--- src/rtl/fir_pkg.sv ---
// rtl/fir_pkg.sv - shared state encoding, default coefficients and width helpers for the FIR sequencer
package fir_pkg;

    typedef enum logic [1:0] {
        ST_IDLE = 2'd0,
        ST_MAC  = 2'd1,
        ST_OUT  = 2'd2
    } fir_state_t;

    localparam int DEF_COEFF_0 = 1024;
    localparam int DEF_COEFF_1 = 2048;
    localparam int DEF_COEFF_2 = 1024;

    // Taps beyond the built-in table power up as zero.
    function automatic int default_coeff(input int k);
        case (k)
            0:       return DEF_COEFF_0;
            1:       return DEF_COEFF_1;
            2:       return DEF_COEFF_2;
            default: return 0;
        endcase
    endfunction

    function automatic int acc_width(input int data_w, input int coeff_w, input int taps);
        return data_w + coeff_w + $clog2(taps);
    endfunction

endpackage

--- src/rtl/fir_mac_unit.sv ---
// rtl/fir_mac_unit.sv - registered signed multiply-accumulate shared across all taps
module fir_mac_unit #(
    parameter int A_W   = 16,
    parameter int B_W   = 16,
    parameter int ACC_W = 34
) (
    input  logic                    clk,
    input  logic                    rst,
    input  logic                    clr,
    input  logic                    en,
    input  logic signed [A_W-1:0]   a,
    input  logic signed [B_W-1:0]   b,
    output logic signed [ACC_W-1:0] sum
);

    logic signed [ACC_W-1:0]   acc;
    logic signed [A_W+B_W-1:0] prod;

    assign prod = a * b;
    // sum is the running total including the current product, so the caller can
    // capture the final result on the same edge the last tap is accumulated.
    assign sum  = acc + ACC_W'(prod);

    always_ff @(posedge clk or posedge rst) begin
        if (rst) begin
            acc <= '0;
        end else if (clr) begin
            acc <= '0;
        end else if (en) begin
            acc <= sum;
        end
    end

endmodule

--- src/rtl/fir_mac_sequencer.sv ---
// rtl/fir_mac_sequencer.sv - time-multiplexed FIR: coefficient file, history shift register and MAC sequencing FSM
module fir_mac_sequencer
    import fir_pkg::*;
#(
    parameter int  DATA_W  = 16,
    parameter int  COEFF_W = 16,
    parameter int  TAPS    = 3,
    parameter int  ACC_W   = acc_width(DATA_W, COEFF_W, TAPS),
    parameter int  SHIFT   = 18,
    localparam int AW      = $clog2(TAPS)
) (
    input  logic                      clk,
    input  logic                      reset,
    input  logic                      flush,
    input  logic                      in_valid,
    output logic                      in_ready,
    input  logic signed [DATA_W-1:0]  sample_in,
    output logic                      out_valid,
    input  logic                      out_ready,
    output logic signed [DATA_W-1:0]  sample_out,
    input  logic                      cfg_we,
    input  logic [AW-1:0]             cfg_addr,
    input  logic signed [COEFF_W-1:0] cfg_data,
    output logic                      cfg_err,
    output logic                      busy
);

    localparam logic [AW-1:0] LAST_TAP = AW'(TAPS - 1);
    localparam logic signed [ACC_W-1:0] SAT_MAX = {{(ACC_W-DATA_W+1){1'b0}}, {(DATA_W-1){1'b1}}};
    localparam logic signed [ACC_W-1:0] SAT_MIN = {{(ACC_W-DATA_W+1){1'b1}}, {(DATA_W-1){1'b0}}};

    fir_state_t                state;
    logic [AW-1:0]             tap;
    logic signed [DATA_W-1:0]  hist  [TAPS];
    logic signed [COEFF_W-1:0] coeff [TAPS];
    logic signed [ACC_W-1:0]   mac_sum;
    logic                      accept;
    logic                      mac_en;
    logic                      cfg_in_range;
    logic                      cfg_write;

    function automatic logic signed [DATA_W-1:0] saturate(input logic signed [ACC_W-1:0] v);
        logic signed [ACC_W-1:0] s;
        s = v >>> SHIFT;
        if (s > SAT_MAX) begin
            return SAT_MAX[DATA_W-1:0];
        end else if (s < SAT_MIN) begin
            return SAT_MIN[DATA_W-1:0];
        end
        return s[DATA_W-1:0];
    endfunction

    assign in_ready     = (state == ST_IDLE) && !flush;
    assign accept       = in_ready && in_valid;
    assign busy         = (state != ST_IDLE);
    assign mac_en       = (state == ST_MAC) && !flush;
    assign cfg_in_range = ({1'b0, cfg_addr} < (AW+1)'(TAPS));
    assign cfg_write    = cfg_we && !flush && (state == ST_IDLE) && cfg_in_range;

    fir_mac_unit #(
        .A_W   (DATA_W),
        .B_W   (COEFF_W),
        .ACC_W (ACC_W)
    ) u_mac (
        .clk (clk),
        .rst (reset),
        .clr (accept),
        .en  (mac_en),
        .a   (hist[tap]),
        .b   (coeff[tap]),
        .sum (mac_sum)
    );

    always_ff @(posedge clk or posedge reset) begin
        if (reset) begin
            state      <= ST_IDLE;
            tap        <= '0;
            sample_out <= '0;
            out_valid  <= 1'b0;
            cfg_err    <= 1'b0;
            for (int k = 0; k < TAPS; k++) begin
                hist[k]  <= '0;
                coeff[k] <= COEFF_W'(default_coeff(k));
            end
        end else begin
            cfg_err <= cfg_we && !flush && !((state == ST_IDLE) && cfg_in_range);
            // Write lands before a same-cycle accept, so the MAC sees the new value.
            if (cfg_write) begin
                coeff[cfg_addr] <= cfg_data;
            end

            if (flush) begin
                state     <= ST_IDLE;
                out_valid <= 1'b0;
                for (int k = 0; k < TAPS; k++) begin
                    hist[k] <= '0;
                end
            end else begin
                case (state)
                    ST_IDLE: begin
                        if (in_valid) begin
                            for (int k = TAPS - 1; k > 0; k--) begin
                                hist[k] <= hist[k-1];
                            end
                            hist[0] <= sample_in;
                            tap     <= '0;
                            state   <= ST_MAC;
                        end
                    end
                    ST_MAC: begin
                        if (tap == LAST_TAP) begin
                            sample_out <= saturate(mac_sum);
                            out_valid  <= 1'b1;
                            state      <= ST_OUT;
                        end else begin
                            tap <= tap + 1'b1;
                        end
                    end
                    ST_OUT: begin
                        if (out_ready) begin
                            out_valid <= 1'b0;
                            state     <= ST_IDLE;
                        end
                    end
                    default: begin
                        state     <= ST_IDLE;
                        out_valid <= 1'b0;
                    end
                endcase
            end
        end
    end

endmodule
--- config.mk ---
export PLATFORM = sky130hd
export DESIGN_NAME = fir_mac_sequencer
export DESIGN_NICKNAME = d
export VERILOG_FILES = /design/src/rtl/fir_pkg.sv /design/src/rtl/fir_mac_unit.sv /design/src/rtl/fir_mac_sequencer.sv
export SDC_FILE = /design/constraint.sdc
export NUM_CORES = 1
export LEC_CHECK = 0
export ABC_AREA = 1
export CAP_MARGIN = 25
export CORE_MARGIN = 2
export CORE_UTILIZATION = 40
export CTS_BUF_LIST = sky130_fd_sc_hd__clkbuf_4 sky130_fd_sc_hd__clkbuf_8
export DETAILED_ROUTE_END_ITERATION = 10
export DONT_BUFFER_PORTS = 1
export MAX_ROUTING_LAYER = met4
export PLACE_DENSITY = 0.64
export SLEW_MARGIN = 0
export SYNTH_ARGS = -nofsm -noshare
export SYNTH_HDL_FRONTEND = slang
export SYNTH_HIERARCHICAL = 1
export SYNTH_SLANG_ARGS = --single-unit
--- constraint.sdc ---
create_clock -name clk -period 15.65 [get_ports clk]
set_input_delay 0.7825 -clock clk [delete_from_list [all_inputs] [get_ports clk]]
set_output_delay 0.7825 -clock clk [all_outputs]
set_load 0.03 [all_outputs]
==> impl_metrics.py, run 1 <==
metrics = {
    "run_status": {
        "status": "finished, violations left",
        "violations": "DRC",
    },
    "drt": {
        "ant_nets": 0,
        "top_layer": "met4",
        "drt-total-wl_um": 48590,
        "wl_met2_um": 23930,
        "viasPerCell": 5.002,
        "wl_met3_um": 2301,
        "met1_length_um": 21280,
        "drc": 3,
        "drtPass1Iterations": 10,
        "drtIter0Drc": 1049,
        "vias": 14885,
        "wl_per_cell_um": 16.33,
    },
    "die": {
        "fp.dieArea_um2": 49200,
        "die_w_um": 221.8,
        "start_util": 0.4067,
        "ios": 60,
        "num_rows": 79,
        "die_h_um": 221.8,
        "core_area_um2": 46650,
    },
    "cells_and_area": {
        "diodes": 0,
        "fillers": 4673,
        "drive_above_1_share": 0.05276,
        "finalNetCount": 2804,
        "syn_to_final_growth_pct": 5.347,
    },
    "clocking": {
        "clock_path_buffers": 2,
        "root_buffer": "clkbuf_8",
        "clock_sinks": 152,
        "ctsHoldBuffers": 0,
        "htreeDepth": 4,
        "postCtsSetupRepairBufs": 0,
        "cts_resized": 0,
        "clkLatencyLatePin_ps": 510,
        "cts.clk_slew.worst_paths_ps": 100,
        "cts_made_buffers": 17,
        "cts_tree": "built",
    },
    "worst_setup_path": {
        "start_kind": "flip-flop",
        "crit_arrival_ps": 8350,
        "path_max_fanout": 32,
        "endpoint_kind": "flip-flop",
        "cp_slowest_stage_delay_ps": 850,
        "cp.required_ps": 16050,
        "path_buf_inv": 6,
        "worstSetupPathType": "flip-flop to flip-flop",
        "crit_family": "adder cells",
        "cpMaxStageDelayCell": "inv_1",
    },
    "logic_synthesis": {
        "ys_warn_count": 6,
        "synthCells": 2404,
        "syn_nets": 2852,
        "netlist_area_um2": 18980,
        "syn-mean-instance-area_um2": 7.893,
    },
    "flow_run": {
        "cap_violations": 0,
    },
    "worst_hold_path": {
        "min_path_type": "input port to async pin",
    },
    "timing": {
        "hold_viol_final": 0,
        "setup_tns_ps": 0,
        "max_freq_mhz": 125.8,
        "slew_headroom": 0.3062,
        "post-route-min-period_ps": 7949,
        "setup_viol": 0,
        "worst_pin_slew_ps": 1041,
        "rsz0062_at_grt": "no",
        "slew_viol_final": 0,
        "fin_crit_sh": 0.5079,
        "skew_ps": 22.74,
    },
    "global_routing": {
        "antenna_found_initial": 0,
        "gr-usage-all-layers": 0.2177,
        "grt_start_max_net_pins": 63,
        "overflow": 0,
        "grt_pass1_wl_um": 83040,
        "first_global_vias": 16087,
    },
    "placement": {
        "portBuffers": 0,
        "gp_congestion": 0.9231,
        "hpwl_um": 38730,
    },
}
[layout by cell type, fill, tap and decap left out, types with 2 or more instances in the layout]
master,count
a21oi_1,23
a21oi_2,4
a22o_1,9
and2_1,18
buf_4,33
clkbuf_8,17
clkinv_2,3
clkinvlp_4,2
dfrtp_1,149
dfstp_2,3
fa_1,305
ha_1,103
inv_1,567
inv_2,5
inv_6,4
inv_8,2
nand2_1,680
nand2_2,12
nand3_1,150
nand3_2,3
nand3b_1,2
nand4_1,14
nor2_1,87
nor2_2,7
nor2_4,4
nor3_1,6
nor3_2,3
o21ai_0,79
o21ai_1,16
o21bai_1,7
o22ai_1,9
o22ai_2,7
or2_0,2
or2_1,3
or2_2,8
xnor2_1,3
xor2_1,9
[registers in the layout (all words and copies together), names as in the netlist]
name        count
coeff          48
state           2
cfg_err         1
u_mac/acc      34
sample_out     16
tap             2
hist           48
out_valid       1
[final cells by class]
class | instances | area [um2] | share of cell area
Timing Repair Buffer | 34 | 259.0 | 0.01296
Clock buffer | 18 | 241.5 | 0.01208
Inverter | 574 | 2157 | 0.1079
Multi-Input combinational cell | 1577 | 12620 | 0.6315
Tap cell | 607 | 759.5 | 0.03799
Sequential cell | 152 | 3807 | 0.1905
Clock inverter | 14 | 142.6 | 0.007135
[path summary, 6_finish.rpt]
check / start / endpoint / slack [ps] / cells after the start
min reg2reg: coeff[10] / coeff[10] / 480 / 2
max in group asynchronous: reset / hist[9] / 14000 / 2
min in group clk: cfg_data[11] / coeff[27] / 380 / 2
min: reset / u_mac/acc[26] / 300 / 2
max reg2reg: tap[1] / sample_out[1] / 7700 / 26
max: tap[1] / sample_out[1] / 7700 / 26
[through the flow]
stage | util | cell area, um2 | worst slack (ps) | hold WS [ps] | instances
final | 0.4285 | 19990 | 7701 | 295.9 | 2976
after global routing | 0.4285 | 19990 | 7180 | 297.2 | 2976
after CTS | 0.4285 | 19990 | 7697 | 280.4 | 2976
after detailed placement | 0.4202 | 19610 | 7779 | 462.7 | 2944
after global placement | 0.4197 | 19580 | 7801 | 458.4 | 2941
after floorplan | - | 18980 | 9162 | 443.8 | 2404
[routing by layer]
layer / global-route usage / up-vias
met4: 0.06713 / 0
met2: 0.3621 / 385
li1: - / 6960
met1: 0.2773 / 7473
met3: 0.02876 / 67
met5: - / -
[worst reg2reg max path, stage by stage, from the launching register on]
cell,delay (ps)
dfrtp_1,660
inv_1,860
o21ai_0,300
o22ai_2,800
nand2_1,190
fa_1,570
inv_1,50
fa_1,510
inv_1,60
fa_1,530
inv_1,60
fa_1,470
fa_1,510
inv_1,50
fa_1,480
inv_1,50
ha_1,360
nand2_2,120
nor2_1,230
nand3_1,110
nand3_1,220
nand2_1,140
nand2_1,80
nand2_1,60
and2_1,180
nand3_1,120
nand2_1,80
Power of run 1 is left out: the tool's default activity adds up to more than one toggle a clock period on the data nets, which glitch-free logic cannot reach.
==> run 2, diff against run 1 <==
--- a/config.mk
+++ b/config.mk
@@ -13,7 +13,7 @@
 export DETAILED_ROUTE_END_ITERATION = 10
 export DONT_BUFFER_PORTS = 1
 export MAX_ROUTING_LAYER = met4
-export PLACE_DENSITY = 0.64
+export PLACE_DENSITY = 0.66
 export SLEW_MARGIN = 0
 export SYNTH_ARGS = -nofsm -noshare
 export SYNTH_HDL_FRONTEND = slang
==> constraint.sdc (replaced) <==
create_clock -name clk -period 6.87 [get_ports clk]
set_input_delay 0.3435 -clock clk [delete_from_list [all_inputs] [get_ports clk]]
set_output_delay 0.3435 -clock clk [all_outputs]
set_load 0.03 [all_outputs]
==> impl_metrics.py, run 2 (synthesized netlist as in run 1, its figures left out) <==
metrics = {
    "die": {
        "core_area_um2": 46650,
        "ios": 60,
        "die_h_um": 221.8,
        "die_w_um": 221.8,
        "fp.dieArea_um2": 49200,
        "start_util": 0.4067,
        "num_rows": 79,
    },
    "clocking": {
        "cts.clk_slew.worst_paths_ps": 90,
        "cts_made_buffers": 17,
        "htreeDepth": 4,
        "clock_sinks": 152,
        "clkLatencyLatePin_ps": 540,
        "root_buffer": "clkbuf_8",
        "cts_tree": "built",
        "clock_path_buffers": 2,
    },
    "drt": {
        "vias": 15187,
        "drc": 4,
        "viasPerCell": 4.986,
        "drtIter0Drc": 1085,
        "wl_per_cell_um": 16.29,
        "drtPass1Iterations": 8,
        "ant_nets": 0,
        "drt-total-wl_um": 49630,
    },
    "timing": {
        "fin_ws_ps": 291.5,
        "slew_viol_final": 0,
        "post-route-min-period_ps": 6579,
        "setup_viol": 0,
        "fin_crit_sh": 0.9576,
        "worst_pin_slew_ps": 1007,
        "hold_viol_final": 0,
        "holdWs_ps": 71.65,
        "slew_headroom": 0.3284,
        "rsz0062_at_grt": "yes",
        "skew_ps": 20.77,
        "max_freq_mhz": 152.0,
    },
    "worst_setup_path": {
        "worstSetupPathType": "flip-flop to flip-flop",
        "path_max_fanout": 34,
        "crit_top_cell": "inv_1",
        "cpMaxStageDelayCell": "fa_2",
        "crit_family": "adder cells",
        "start_kind": "flip-flop",
        "path_buf_inv": 8,
        "cp_slowest_stage_delay_ps": 690,
        "critical_path_depth": 27,
        "endpoint_kind": "flip-flop",
        "rr_worst_depth": 27,
        "cp.required_ps": 7300,
        "crit_arrival_ps": 7010,
    },
    "cells_and_area": {
        "register_area_um2": 3807,
        "fillers": 4560,
        "final_cell_mix": "nand2_1 (679), inv_1 (562), fa_1 (302)",
        "multiInputGateArea_um2": 12670,
        "finalCoreUtilization": 0.4453,
        "reg_top3": "coeff x48, hist x48, u_mac/acc x34",
        "layout_commonest_cell": "nand2_1",
        "finalNetCount": 2874,
        "drive_above_1_share": 0.07298,
        "fin_area_um2": 20770,
        "diodes": 0,
        "syn_to_final_growth_pct": 9.475,
    },
    "run_status": {
        "violations": "DRC",
        "status": "finished, violations left",
    },
    "placement": {
        "dp_slack_ps": 24.29,
        "placement.cell_area_um2": 19800,
        "hpwl_um": 40280,
        "gp_congestion": 0.9065,
        "portBuffers": 0,
    },
    "global_routing": {
        "grt_start_max_net_pins": 66,
        "antenna_found_initial": 0,
        "grt_pass1_wl_um": 84100,
        "first_global_vias": 16202,
        "gr-usage-all-layers": 0.2219,
        "overflow": 0,
    },
    "worst_hold_path": {
        "min_path_type": "input port to flip-flop",
        "hold_depth": 3,
    },
    "flow_run": {
        "cap_violations": 0,
    },
}
## run 2: cell types whose count changed in the layout (fill, tap and decap cells not counted), sizes merged
cell / delta
clkinv: +1
dlygate4sd3: +37
bufinv: -1
clkbuf: -1
inv: +1
buf: +33
## run 2: metal layers
| metal | vias up | global-route usage | wire length, um |
|---|---|---|---|
| li1 | 7108 | - | - |
| met1 | 7608 | 0.2888 | 21950 |
| met2 | 366 | 0.3582 | 24080 |
| met3 | 105 | 0.03326 | 2267 |
| met4 | 0 | 0.06997 | 1328 |
| met5 | - | - | 0 |
## run 2: path summary, 6_finish.rpt
path / from / to / slack, ps
min in group asynchronous: reset / u_mac/acc[26] / 490
max in group asynchronous: reset / hist[4] / 5000
setup / recovery: tap[0] / sample_out[11] / 290
setup reg to reg: tap[0] / sample_out[11] / 290
hold / removal: cfg_addr[1] / coeff[27] / 70
hold reg to reg: coeff[10] / coeff[10] / 480
## run 2: worst register-to-register path: stages (launching register included)
cell	delay [ps]
dfrtp_1	410
buf_6	200
o21ai_1	180
o22ai_2	100
buf_4	180
nand2_1	110
inv_1	70
fa_1	570
inv_1	100
fa_2	690
inv_1	130
fa_1	490
inv_1	50
fa_1	560
fa_1	430
fa_1	490
inv_1	40
ha_1	370
nand2_1	100
inv_1	90
nand3_2	150
nor3_2	240
nand4_1	200
nand2_1	150
nand2_1	100
and2_1	150
nand3_1	70
nand2_1	70
## run 2: final cells by class
cell class | instances | share of cell area
multi-input combinational | 1577 | 0.6097
sequential | 152 | 0.1833
inverter | 574 | 0.1038
timing repair buffer | 104 | 0.04788
tap | 607 | 0.03656
clock buffer | 17 | 0.01126
clock inverter | 15 | 0.007469
## run 2: what timing repair did
item                                   CTS  global route
hold buffers                            37             0
pin swaps                                0             4
endpoints found under the hold margin  150             0
buffers inserted                         0            11
gates cloned                             0             0
resized for setup                        1            36
setup endpoints to repair                1            22
## run 2: per-stage QoR
| step | cells | setup TNS, ps |
|---|---|---|
| after global placement | 2963 | 0 |
| after floorplan | 2404 | 0 |
| after CTS | 3035 | 0 |
| after global routing | 3046 | -5.594 |
| final | 3046 | 0 |
| after detailed placement | 2966 | 0 |
Power of run 2 is left out for the same reason.
==> run 3, diff against run 2 <==
--- a/config.mk
+++ b/config.mk
@@ -14,6 +14,7 @@
 export DONT_BUFFER_PORTS = 1
 export MAX_ROUTING_LAYER = met4
 export PLACE_DENSITY = 0.66
+export SETUP_SLACK_MARGIN = 0.5
 export SLEW_MARGIN = 0
 export SYNTH_ARGS = -nofsm -noshare
 export SYNTH_HDL_FRONTEND = slang
==> impl_metrics.py, run 3 (synthesized netlist as in run 1, its figures left out) <==
metrics = {
    "worst_setup_path": {
        "rr_worst_depth": 27,
        "cp.required_ps": 7300,
        "crit_family": "adder cells",
        "cpMaxStageDelayCell": "fa_1",
        "crit_top_cell": "fa_1",
        "path_max_fanout": 17,
        "rr_endpoint": "sample_out[5]",
        "path_buf_inv": 8,
        "endpoint_kind": "flip-flop",
        "cp_slowest_stage_delay_ps": 540,
        "r2r_start": "tap[0]",
        "crit_arrival_ps": 6780,
        "critical_path_depth": 27,
        "worstSetupPathType": "flip-flop to flip-flop",
        "regToRegSetupSlack_ps": 520,
        "start_kind": "flip-flop",
    },
    "global_routing": {
        "grt_pass1_wl_um": 86580,
        "overflow": 0,
        "antenna_found_initial": 0,
        "first_global_vias": 16498,
        "gr-usage-all-layers": 0.2302,
        "grt_start_max_net_pins": 74,
    },
    "cells_and_area": {
        "layout_commonest_cell": "nand2_1",
        "final_cell_mix": "nand2_1 (653), inv_1 (557), fa_1 (303)",
        "reg_top3": "coeff x48, hist x48, u_mac/acc x34",
        "diodes": 0,
        "finalNetCount": 2934,
        "drive_above_1_share": 0.1353,
        "syn_to_final_growth_pct": 16.69,
    },
    "die": {
        "die_w_um": 221.8,
        "start_util": 0.4067,
        "die_h_um": 221.8,
        "core_area_um2": 46650,
        "ios": 60,
        "fp.dieArea_um2": 49200,
        "num_rows": 79,
    },
    "clocking": {
        "clock_sinks": 152,
        "clkLatencyLatePin_ps": 550,
        "clock_path_buffers": 2,
        "htreeDepth": 4,
        "cts_made_buffers": 17,
        "cts.clk_slew.worst_paths_ps": 100,
        "root_buffer": "clkbuf_8",
        "cts_tree": "built",
    },
    "drt": {
        "ant_nets": 0,
        "wl_per_cell_um": 16.83,
        "drtPass1Iterations": 10,
        "drt-total-wl_um": 52260,
        "vias": 15590,
        "viasPerCell": 5.021,
        "drtIter0Drc": 1170,
        "drc": 5,
    },
    "timing": {
        "setup_viol": 0,
        "setup_tns_ps": 0,
        "slew_viol_final": 0,
        "hold_viol_final": 0,
        "worst_pin_slew_ps": 970.5,
        "max_freq_mhz": 157.4,
        "post-route-min-period_ps": 6352,
        "holdWs_ps": 83.83,
        "skew_ps": 22.71,
        "rsz0062_at_grt": "yes",
        "slew_headroom": 0.3530,
        "fin_crit_sh": 0.9246,
    },
    "placement": {
        "portBuffers": 0,
        "gp_congestion": 0.9219,
        "hpwl_um": 40760,
    },
    "worst_hold_path": {
        "hold_depth": 2,
        "min-delay-start": "in_valid",
        "min_path_type": "input port to flip-flop",
        "hold-path-endpoint": "state[0]",
    },
    "flow_run": {
        "cap_violations": 0,
    },
    "run_status": {
        "violations": "DRC",
        "status": "finished, violations left",
    },
}
-- run 3: cell types whose count changed in the layout (fill, tap and decap cells not counted), moves of 10 or more --
cell,before,now
a21oi_1,21,11
buf_6,9,32
ha_1,99,81
nor2_4,5,16
o21ai_2,3,13
buf_4,51,72
nand2_1,679,653
nand2_2,13,32
nor2_1,84,69
ha_4,0,18
-- run 3: final cells by class --
class,instances,area (um2)
clock buffer,18,247.7
clock inverter,13,158.9
fill,4466,24510
inverter,574,2171
multi-input combinational,1577,13300
sequential,152,3810
tap,607,759.5
timing repair buffer,162,1679
timing repair inverter,2,12.51
-- run 3: worst max-delay path by stage --
stage               startpoint        endpoint  slack [ps]
finish                  tap[0]   sample_out[5]         520
global route            tap[0]  sample_out[15]         330
CTS                     tap[0]  sample_out[11]         500
detailed placement      tap[0]  sample_out[11]         140
global placement        tap[0]  sample_out[11]         100
floorplan               tap[1]  sample_out[15]         520
-- run 3: metrics by stage --
stage,instances,cell area (um2),setup slack (ps),util
2_1_floorplan,2404,18980,524.7,-
3_3_place_gp,2962,19770,101.8,0.4237
3_5_place_dp,2965,19800,135.3,0.4243
4_1_cts,3080,21330,498.9,0.4572
5_1_grt,3105,22140,331.7,0.4746
6_report,3105,22140,518.1,0.4746
-- run 3: worst reg2reg max path: cells and delay by family, from the launching register on --
kind / cells / cell delay, ps
DFF: 1 / 460
buffers and inverters: 8 / 1090
adders and majority gates: 7 / 3200
and+or+nand+nor: 11 / 1330
AOI/OAI and AO/OA: 1 / 160
-- run 3: routing by layer --
layer / share of wire / GRT usage / vias up / wire (um)
met1: 0.43 / 0.3013 / 7794 / 22350
met5: 0 / - / - / 0
li1: - / - / 7242 / -
met4: 0.023 / 0.06386 / 0 / 1214
met3: 0.058 / 0.03605 / 102 / 3043
met2: 0.49 / 0.3728 / 452 / 25650
-- run 3: what timing repair did --
action / 4_1_cts / 5_1_grt
setup endpoints to repair: 35 / 36
resized for setup: 80 / 134
endpoints found under the hold margin: 142 / 0
pin swaps: 11 / 36
hold buffers: 39 / 0
gates cloned: 2 / 2
setup buffers: 43 / 22
Power of run 3 is left out for the same reason.
